`config.mk`:
```
export PLATFORM = sky130hd
export DESIGN_NAME = iob_pcie_tx_ctrl
export DESIGN_NICKNAME = d
export VERILOG_FILES = /design/src/rtl/iob_pcie_tx_ctrl_pkg.sv /design/src/rtl/iob_pcie_skid2.sv /design/src/rtl/iob_pcie_tx_ctrl.sv
export SDC_FILE = /design/constraint.sdc
export NUM_CORES = 1
export LEC_CHECK = 0
export ABC_CLOCK_PERIOD_IN_PS = 4350
export CORE_MARGIN = 2
export CORE_UTILIZATION = 25
export DETAILED_ROUTE_END_ITERATION = 10
export PLACE_DENSITY = 0.46
export SETUP_SLACK_MARGIN = 0.05
export SYNTH_ARGS = -nofsm -noshare
export SYNTH_HDL_FRONTEND = slang
export SYNTH_SLANG_ARGS = --single-unit
```
`constraint.sdc`:
```
create_clock -name clk -period 4.35 [get_ports clk]
set_input_delay 0.435 -clock clk [delete_from_list [all_inputs] [get_ports clk]]
set_output_delay 0.435 -clock clk [all_outputs]
set_load 0.05 [all_outputs]
```
`src/rtl/iob_pcie_tx_ctrl_pkg.sv`:
```
// ----------------------------------------------------------------------------
// iob_pcie_tx_ctrl_pkg
// Shared definitions for the PCIe TX channel controller:
//   - FSM state encoding (3 bits)
//   - words-per-beat constant for the 64-bit channel
//   - beats_from_len(): number of channel beats needed for a word count
// ----------------------------------------------------------------------------
package iob_pcie_tx_ctrl_pkg;

    typedef enum logic [2:0] {
        ST_IDLE   = 3'd0,
        ST_REQ    = 3'd1,
        ST_STREAM = 3'd2,
        ST_DONE   = 3'd3,
        ST_FLUSH  = 3'd4
    } state_t;

    // 32-bit words carried by one 64-bit channel beat
    localparam int BEAT_WORDS = 2;

    // Width of the length register the beat math is sized for
    localparam int LEN_W = 32;

    // Round the word count up to whole beats. Computed one bit wider than
    // the length so that len = all-ones does not wrap (0xFFFFFFFF -> 0x80000000).
    function automatic logic [LEN_W:0] beats_from_len(input logic [LEN_W-1:0] len);
        logic [LEN_W:0] sum;
        sum = {1'b0, len} + (LEN_W+1)'(BEAT_WORDS - 1);
        return sum >> $clog2(BEAT_WORDS);
    endfunction

endpackage

```
`src/rtl/iob_pcie_skid2.sv`:
```
// ----------------------------------------------------------------------------
// iob_pcie_skid2
// Two-entry valid/ready buffer (head + tail) between the TX FIFO read data
// and the channel data pins.
//   clk, rst_n  : clock, async active-low reset
//   flush       : drop all entries (wins over push/pop)
//   push        : push_data lands this cycle
//   push_data   : beat to store
//   pop         : consumer takes the head beat (ignored when head is empty)
//   head_data   : oldest stored beat
//   head_vld    : head_data is valid
//   occ         : number of valid entries (0..2)
// The caller guarantees no push into a full buffer without a same-cycle pop.
// ----------------------------------------------------------------------------
module iob_pcie_skid2 #(
    parameter int W = 64
) (
    input  logic         clk,
    input  logic         rst_n,
    input  logic         flush,
    input  logic         push,
    input  logic [W-1:0] push_data,
    input  logic         pop,
    output logic [W-1:0] head_data,
    output logic         head_vld,
    output logic [1:0]   occ
);

    logic [W-1:0] head_q, tail_q, head_n, tail_n;
    logic         head_v, tail_v, head_vn, tail_vn;

    // Pop first (tail shifts to head), then the landing beat takes the
    // first free slot, so a consume and a landing can share one cycle.
    always_comb begin
        head_n  = head_q;
        tail_n  = tail_q;
        head_vn = head_v;
        tail_vn = tail_v;
        if (flush) begin
            head_vn = 1'b0;
            tail_vn = 1'b0;
        end else begin
            if (pop && head_v) begin
                head_n  = tail_q;
                head_vn = tail_v;
                tail_vn = 1'b0;
            end
            if (push) begin
                if (!head_vn) begin
                    head_n  = push_data;
                    head_vn = 1'b1;
                end else begin
                    tail_n  = push_data;
                    tail_vn = 1'b1;
                end
            end
        end
    end

    always_ff @(posedge clk or negedge rst_n) begin
        if (!rst_n) begin
            head_q <= '0;
            tail_q <= '0;
            head_v <= 1'b0;
            tail_v <= 1'b0;
        end else begin
            head_q <= head_n;
            tail_q <= tail_n;
            head_v <= head_vn;
            tail_v <= tail_vn;
        end
    end

    assign head_data = head_q;
    assign head_vld  = head_v;
    assign occ       = {1'b0, head_v} + {1'b0, tail_v};

endmodule

```
`src/rtl/iob_pcie_tx_ctrl.sv`:
```
// ----------------------------------------------------------------------------
// iob_pcie_tx_ctrl
// Runs one PCIe TX channel transaction at a time for software registers,
// draining a 64-bit TX FIFO into the channel without bubbles.
//   start_i/len_i/off_i/last_i : transaction request (accepted in IDLE only)
//   fifo_empty_i/fifo_rdata_i  : TX FIFO read side (data 1 cycle after ren)
//   fifo_ren_o                 : TX FIFO read enable
//   chnl_tx_*                  : PCIe core channel handshake
//   busy_o                     : transaction in progress
//   done_o                     : one-cycle pulse on normal completion
//   err_o                      : sticky ACK timeout, cleared by next start
// ----------------------------------------------------------------------------
module iob_pcie_tx_ctrl
    import iob_pcie_tx_ctrl_pkg::*;
#(
    parameter int DATA_W           = 32,
    parameter int C_PCI_DATA_WIDTH = 64,
    parameter int TO_W             = 16
) (
    input  logic                        clk,
    input  logic                        rst_n,
    input  logic                        start_i,
    input  logic [DATA_W-1:0]           len_i,
    input  logic [DATA_W-2:0]           off_i,
    input  logic                        last_i,
    input  logic                        fifo_empty_i,
    input  logic [C_PCI_DATA_WIDTH-1:0] fifo_rdata_i,
    output logic                        fifo_ren_o,
    output logic                        chnl_tx_o,
    output logic                        chnl_tx_last_o,
    output logic [DATA_W-1:0]           chnl_tx_len_o,
    output logic [DATA_W-2:0]           chnl_tx_off_o,
    output logic [C_PCI_DATA_WIDTH-1:0] chnl_tx_data_o,
    output logic                        chnl_tx_data_valid_o,
    input  logic                        chnl_tx_data_ren_i,
    input  logic                        chnl_tx_ack_i,
    output logic                        busy_o,
    output logic                        done_o,
    output logic                        err_o
);

    // Last count before the timeout counter would reach all-ones
    localparam logic [TO_W-1:0] TO_LAST = {{(TO_W-1){1'b1}}, 1'b0};

    state_t            state;
    logic [DATA_W:0]   beats;
    logic [DATA_W:0]   rd_rem;
    logic [DATA_W:0]   tx_rem;
    logic [TO_W-1:0]   to_cnt;
    logic              inflight;
    logic              tx_q, busy_q, done_q, err_q, last_q;
    logic [DATA_W-1:0] len_q;
    logic [DATA_W-2:0] off_q;

    logic              head_vld;
    logic [1:0]        occ;
    logic [1:0]        occ_eff;
    logic [2:0]        pending;
    logic              consume;
    logic              xfer_state;

    assign beats = beats_from_len(len_i);

    // ------------------------------------------------------------------
    // Output buffer and FIFO read control
    // ------------------------------------------------------------------
    assign chnl_tx_data_valid_o = head_vld && (state == ST_STREAM);
    assign consume              = chnl_tx_data_valid_o && chnl_tx_data_ren_i;
    assign xfer_state           = (state == ST_REQ) || (state == ST_STREAM);

    // A beat consumed this cycle frees its slot, and a read issued last
    // cycle already owns one. Keeping occupancy + in-flight below 2 means
    // a landing beat always has room, while still allowing one read per
    // cycle when the core takes one beat per cycle.
    assign occ_eff    = occ - {1'b0, consume};
    assign pending    = {1'b0, occ_eff} + {2'b0, inflight};
    assign fifo_ren_o = xfer_state && !fifo_empty_i && (rd_rem != '0) && (pending < 3'd2);

    iob_pcie_skid2 #(.W(C_PCI_DATA_WIDTH)) u_skid (
        .clk       (clk),
        .rst_n     (rst_n),
        .flush     (state == ST_FLUSH),
        .push      (inflight),
        .push_data (fifo_rdata_i),
        .pop       (consume),
        .head_data (chnl_tx_data_o),
        .head_vld  (head_vld),
        .occ       (occ)
    );

    always_ff @(posedge clk or negedge rst_n) begin
        if (!rst_n) begin
            inflight <= 1'b0;
            rd_rem   <= '0;
        end else begin
            inflight <= fifo_ren_o;
            if (state == ST_IDLE && start_i)
                rd_rem <= beats;
            else if (fifo_ren_o)
                rd_rem <= rd_rem - 1'b1;
        end
    end

    // ------------------------------------------------------------------
    // Transaction FSM with registered outputs
    // ------------------------------------------------------------------
    always_ff @(posedge clk or negedge rst_n) begin
        if (!rst_n) begin
            state  <= ST_IDLE;
            tx_rem <= '0;
            to_cnt <= '0;
            tx_q   <= 1'b0;
            busy_q <= 1'b0;
            done_q <= 1'b0;
            err_q  <= 1'b0;
            last_q <= 1'b0;
            len_q  <= '0;
            off_q  <= '0;
        end else begin
            case (state)
                ST_IDLE: begin
                    if (start_i) begin
                        len_q  <= len_i;
                        off_q  <= off_i;
                        last_q <= last_i;
                        tx_rem <= beats;
                        err_q  <= 1'b0;
                        to_cnt <= '0;
                        tx_q   <= 1'b1;
                        busy_q <= 1'b1;
                        state  <= ST_REQ;
                    end
                end
                ST_REQ: begin
                    // ACK takes priority over a same-cycle timeout
                    if (chnl_tx_ack_i) begin
                        if (tx_rem == '0) begin
                            tx_q   <= 1'b0;
                            done_q <= 1'b1;
                            state  <= ST_DONE;
                        end else begin
                            state  <= ST_STREAM;
                        end
                    end else if (to_cnt == TO_LAST) begin
                        to_cnt <= to_cnt + 1'b1;
                        err_q  <= 1'b1;
                        tx_q   <= 1'b0;
                        state  <= ST_FLUSH;
                    end else begin
                        to_cnt <= to_cnt + 1'b1;
                    end
                end
                ST_STREAM: begin
                    if (consume) begin
                        tx_rem <= tx_rem - 1'b1;
                        if (tx_rem == (DATA_W+1)'(1)) begin
                            tx_q   <= 1'b0;
                            done_q <= 1'b1;
                            state  <= ST_DONE;
                        end
                    end
                end
                ST_DONE: begin
                    done_q <= 1'b0;
                    busy_q <= 1'b0;
                    state  <= ST_IDLE;
                end
                ST_FLUSH: begin
                    // Skid buffer is cleared every FLUSH cycle; leave once
                    // no read is still in flight.
                    if (!inflight) begin
                        busy_q <= 1'b0;
                        state  <= ST_IDLE;
                    end
                end
                default: begin
                    tx_q   <= 1'b0;
                    busy_q <= 1'b0;
                    done_q <= 1'b0;
                    state  <= ST_IDLE;
                end
            endcase
        end
    end

    assign chnl_tx_o      = tx_q;
    assign chnl_tx_last_o = last_q;
    assign chnl_tx_len_o  = len_q;
    assign chnl_tx_off_o  = off_q;
    assign busy_o         = busy_q;
    assign done_o         = done_q;
    assign err_o          = err_q;

endmodule

```
Yosys cells after proc, flatten, opt, wreduce, memory -nomap -nowiden
Cells that the tools add are included.

Register bits after elaboration: 284. Word-level logic and storage cells: 116. Output and inout bits: 134. Bits of input ports: 134.

Equal/unequal tests: 16. $lt $le $gt $ge: 1. Multiplexer cells: 45. Reductions and logical operators: 27. Add/sub/neg operators: 7. Bitwise logic cells: 4.

Operators with widths (number): $mux W64 (3); $mux W33 (4); $pmux W33 S2 (1); $sub A33 B1 Y33 const B (2); $add A32 B1 Y33 const B (1); $eq A33 B1 Y1 const B (1); $logic_not A33 Y1 (1); $reduce_bool A33 Y1 (1); $mux W16 (2); $pmux W16 S2 (1); $mux W1 (23); $mux W3 (6); $add A16 B1 Y16 const B (1); $eq A16 B16 Y1 const B (1); $pmux W3 S4 (1); $reduce_and A3 Y1 (4); $ne A2 B2 Y1 const B (5); $reduce_and A5 Y1 (2); $logic_and A1 B1 Y1 (7); $eq A3 B2 Y1 const B (2); $ne A2 B1 Y1 const B (3); $ne A3 B2 Y1 const B (2); $pmux W1 S3 (2); $reduce_and A6 Y1 (1); other kinds (16) (23).

Longest topological paths before layout
Depth in word-level cells: 9. Mapped depth: 15. Gate-level depth less buffers: 13.

By module
A second synthesis with hierarchy kept.

Cells, all modules: 1323. Area total of the unflattened synthesis: 13585.5 µm².

By module, submodules not included: iob_pcie_tx_ctrl (cells each 945, seq. area each 3853.7 µm², instances 1, area each 8129.0 µm²); iob_pcie_skid2 (cells each 378, seq. area each 3253.1 µm², instances 1, area each 5456.5 µm²).

Worst setup path before layout
No wires, ideal clock.

Path type: reg-to-reg. Start: register state[2]. End: register rd_rem[2]. Arrival time: 3.115 ns. Setup time: 0.077 ns. Cell stages (with the launch flop): 16. Buffers on the path: 2. Slack: 1.158 ns. Clock period less this slack: 3.192 ns. Required time: 4.273 ns. Cell sequence: dfrtp_1 -> buf_2 -> nor2_1 -> nand2_1 -> inv_1 -> clkbuf_1 -> ha_1 -> inv_1 -> ha_1 -> a211oi_1 -> and3_1 -> nand2_1 -> inv_2 -> nand2_1 -> xor2_1 -> a21oi_1.

Cells in the longest elaborated chain, start to end: 8. Elaborated cells on any way between the ends: 15.

Ends and longest elaborated chain: start, declared (line iob_pcie_tx_ctrl.sv:45) `state_t state;`; start signal, assigned (line iob_pcie_tx_ctrl.sv:109) `state <= ST_IDLE;`; start signal, assigned (line iob_pcie_tx_ctrl.sv:131) `state <= ST_REQ;`; start signal, assigned (line iob_pcie_tx_ctrl.sv:140) `state <= ST_DONE;`; $eq A3 B2 Y1 (line iob_pcie_tx_ctrl.sv:67, iob_pcie_tx_ctrl.sv:69); $logic_and A1 B1 Y1 (line iob_pcie_tx_ctrl.sv:67) `assign chnl_tx_data_valid_o = head_vld && (state == ST_STREAM);`; $logic_and A1 B1 Y1 (line iob_pcie_tx_ctrl.sv:68) `assign consume = chnl_tx_data_valid_o && chnl_tx_data_ren_i;`; $sub A2 B1 Y2 (line iob_pcie_tx_ctrl.sv:75) `assign occ_eff = occ - {1'b0, consume};`; $add A2 B1 Y3 (line iob_pcie_tx_ctrl.sv:76) `assign pending = {1'b0, occ_eff} + {2'b0, inflight};`; $lt A3 B2 Y1 (line iob_pcie_tx_ctrl.sv:77) `assign fifo_ren_o = xfer_state && !fifo_empty_i && (rd_rem != '0) && (pending < 3'd2);`; $logic_and A1 B1 Y1 (*) (line iob_pcie_tx_ctrl.sv:77); via fifo_ren_o (line iob_pcie_tx_ctrl.sv:28) `output logic fifo_ren_o,`; $reduce_bool A2 Y1 (no source line) (*); end signal, assigned (line iob_pcie_tx_ctrl.sv:98) `rd_rem <= beats;`; end signal, assigned (line iob_pcie_tx_ctrl.sv:100) `rd_rem <= rd_rem - 1'b1;`; end, declared (line iob_pcie_tx_ctrl.sv:47) `logic [DATA_W:0] rd_rem;`.

Mark *: on every way through the listed nets, which the timed path passes. The rest lies on a longest branch. A chain may end at the register's enable or synchronous reset.

Final worst setup path
Start: register state[0]. End: output port fifo_ren_o.

Cells in the longest elaborated chain, start to end: 7. Elaborated cells on any way between the ends: 11.

Ends and longest elaborated chain (line): $eq A3 B2 Y1 (iob_pcie_tx_ctrl.sv:67, iob_pcie_tx_ctrl.sv:69); $logic_and A1 B1 Y1 (iob_pcie_tx_ctrl.sv:67); $logic_and A1 B1 Y1 (iob_pcie_tx_ctrl.sv:68); $sub A2 B1 Y2 (iob_pcie_tx_ctrl.sv:75); $add A2 B1 Y3 (iob_pcie_tx_ctrl.sv:76); $lt A3 B2 Y1 (iob_pcie_tx_ctrl.sv:77); $logic_and A1 B1 Y1 (*) (iob_pcie_tx_ctrl.sv:77); end, declared (iob_pcie_tx_ctrl.sv:28).

Mark *: on every way between the ends. The rest lies on a longest branch, timed or not.

==> reports/results.ini <==
[logic_synthesis]
syn_nets = 1521
synthTopCellsByArea = dfrtp_1 (53%), nand2_1 (6.9%), mux2_2 (5.5%)
synth_area_leader_cell = dfrtp_1
seq_area_frac_synth_pct = 53.1
synth_cell_types = 69
syn_area_um2 = 13400
synth_seq_cells = 284
ys.flop_type = dfrtp_1
synth_top_area_share_pct = 53.1
syn_avg_cell_area_um2 = 9.71
ys_warn_count = 0
synth_cells = 1378
async_flop_share_pct = 100
synth_edf_count = 0

[clock_network]
cts_buffer_depth = 3
root_buffer = clkbuf_16
clkTransAtPathRegs_ns = 0.06
clock_sinks = 284
cts_tree = yes
numCtsBuffers = 38
cts-resized-gates = 0
clock_latency_ns = 0.55
hold_buffers = 1
h-tree-depth = 2
postCtsSetupBuffers = 0

[cells_and_area]
final_cell_mix = dfrtp_1 (284), clkdlybuf4s50_1 (265), nand2_1 (243)
final_common_cell = dfrtp_1
nNetsFinal = 1780
drive_gt1_share_pct = 10.6
area_growth_pct = 35.0
num_antenna_cells = 0
final_cells = 2350
fill_cells = 5378

[setup_path]
crit_fanout = 16
setup.worst_path.start_class = flip-flop
reg2reg_depth = 13
r2r_slack_ns = 1.03
slowest_stage = a211oi_1
endpoint_kind = output pin
r2r-end = rd_rem[5]$_DFFE_PN0P_
cpLargestDelayFamily = simple AND/OR/NAND/NOR gates
path_cells = buf_4, nor2_1, nand2_1, inv_1, ha_1, inv_1, ha_1, a211oi_1, and3_1, nand2_1, inv_2, buf_12
worstPathRequired_ns = 3.91
path_buf_inv = 5
cpPeakStageDelay_ns = 0.51
r2r-start = state[0]$_DFFE_PN0P_
setup.worst_path.class = reg2out
cp.arrival_ns = 3.34

[timing]
min_period_over_period_pct = 86.7
worst_slew_pin_slew_ns = 0.862
setup_viol = 0
fin_skew_ns = 0.0228
fin_ws_ns = 0.577
fin_tns_setup_ns = 0
rsz0062_at_grt = no
slew_headroom_pct = 42.5
min_period_ns = 3.77
drv_slew = 0
fmax_mhz = 265
finalHoldViolCount = 0

[die]
fp-row-count = 84
die_w_um = 235
die_h_um = 235
core-area_um2 = 52800
dieArea_um2 = 55400
initial_utilization_pct = 25.4
ios = 268

[routing]
drc = 0
drt_pre_antenna_iters = 5
ant_nets = 0
drt-vias-per-instance = 4.79
postRouteWirelength_um = 42500
routed-via-count = 11248
drtIter0Drc = 637
routedWlPerCell_um = 18.1

[job]
cap_violations = 0

[global_route]
grt.overflow.total = 0
grt_pass1_vias = 11341
grt_max_degree = 94
grt_usage_pct = 15.3
antenna_found_initial = 5
grt_pass1_wl_um = 67200

[hold_path]
hold_end = chnl_tx_off_o[2]$_DFFE_PN0P_
min_path_type = in2reg
min_delay_path_depth = 3
hold_path.startpoint = off_i[2]

[place]
dpl.cell_count = 2284
hpwl_um = 28300
portBuffers = 267
gp_congestion = 0.767
pre_cts_ws_ns = 0.772

[outcome]
outcome = complete, no violations

[power]
p_per_area_nw_per_um2 = 813
power_leakage_uw = 0.00736
irDropWorstVdd_mv = 0.439

[final cells by class]
cell class / instances / area [um^2] / area share [%]
inverter: 15 / 56.3 / 0.312
multi-input combinational: 1007 / 5960 / 33.0
clock buffer: 57 / 1090 / 6.05
sequential: 284 / 7110 / 39.3
clock inverter: 8 / 48.8 / 0.270
tap: 688 / 861 / 4.77
timing repair buffer: 291 / 2930 / 16.2
[flip-flops by register name, summed over array words and instances (netlist names), 3 cells and up]
signal	count
chnl_tx_off_o	31
to_cnt	16
chnl_tx_len_o	32
tx_rem	33
rd_rem	33
u_skid.head_data	64
u_skid.tail_q	64
state	3
[routing by layer]
| layer | part of all wire, % | up-vias | track usage [%] |
|---|---|---|---|
| met5 | 0.14 | - | 0 |
| met4 | 2.3 | 10 | 4.84 |
| met3 | 6.8 | 75 | 4.61 |
| met2 | 47 | 232 | 24.7 |
| met1 | 44 | 5567 | 19.5 |
| li1 | - | 5364 | - |
[synthesized netlist by cell type, types with 9 or more instances]
cell type / count
nand3_1: 45
mux2_2: 65
xnor2_1: 41
buf_2: 12
dfrtp_1: 284
nor3_1: 22
nor2_1: 149
o211ai_1: 11
nor4_1: 11
ha_1: 9
nand4_1: 20
xor2_1: 26
or3_1: 13
o22ai_1: 67
inv_1: 14
and4_1: 12
nand2_1: 245
clkbuf_1: 53
a21oi_1: 111
o21ai_0: 35
[how the worst max path moves through the flow]
stage                                     from                    end  cells after the start
after detailed placement    chnl_tx_data_ren_i  rd_rem[5]$_DFFE_PN0P_                     13
final                     state[0]$_DFFE_PN0P_             fifo_ren_o                     12
after global placement      chnl_tx_data_ren_i  rd_rem[5]$_DFFE_PN0P_                     13
after floorplan           state[2]$_DFFE_PN0P_  rd_rem[2]$_DFFE_PN0P_                     15
after CTS                 state[0]$_DFFE_PN0P_             fifo_ren_o                     12
after global routing      state[0]$_DFFE_PN0P_             fifo_ren_o                     12
[power by group]
part | internal [uW] | switching [uW]
Sequential | 3900 | 874
Combinational | 2500 | 4470
Clock | 1730 | 1210
[per-stage QoR]
step           total power, uW  util [%]  cell area [um^2]  hold slack, ns
6_report                 14700      34.2             18100           0.411
5_1_grt                  15600      34.2             18100           0.394
4_1_cts                  14900      34.2             18100           0.375
3_5_place_dp             11800      32.1             16900           0.461
3_3_place_gp             11800      32.1             16900           0.459
2_1_floorplan             9340         -             13400           0.139
[cells by family (layout without fill, tap and decap cells)]
family          Yosys count  in the layout  synth area share, %
simple gates            585            585                 20.8
mux                      69             69                 5.77
flops                   284            284                 53.1
fa+ha+maj                 9              9                0.842
xor+xnor                 67             67                 4.39
compound gates          277            277                 12.4
buf+inv                  87            371                 2.61
[tightest hold or removal path, cell delays in order]
cell,delay (ns)
clkdlybuf4s50_1,0.40
nand2_1,0.05
nand2_1,0.04
Note: power is estimated with default switching activity, not from simulation.
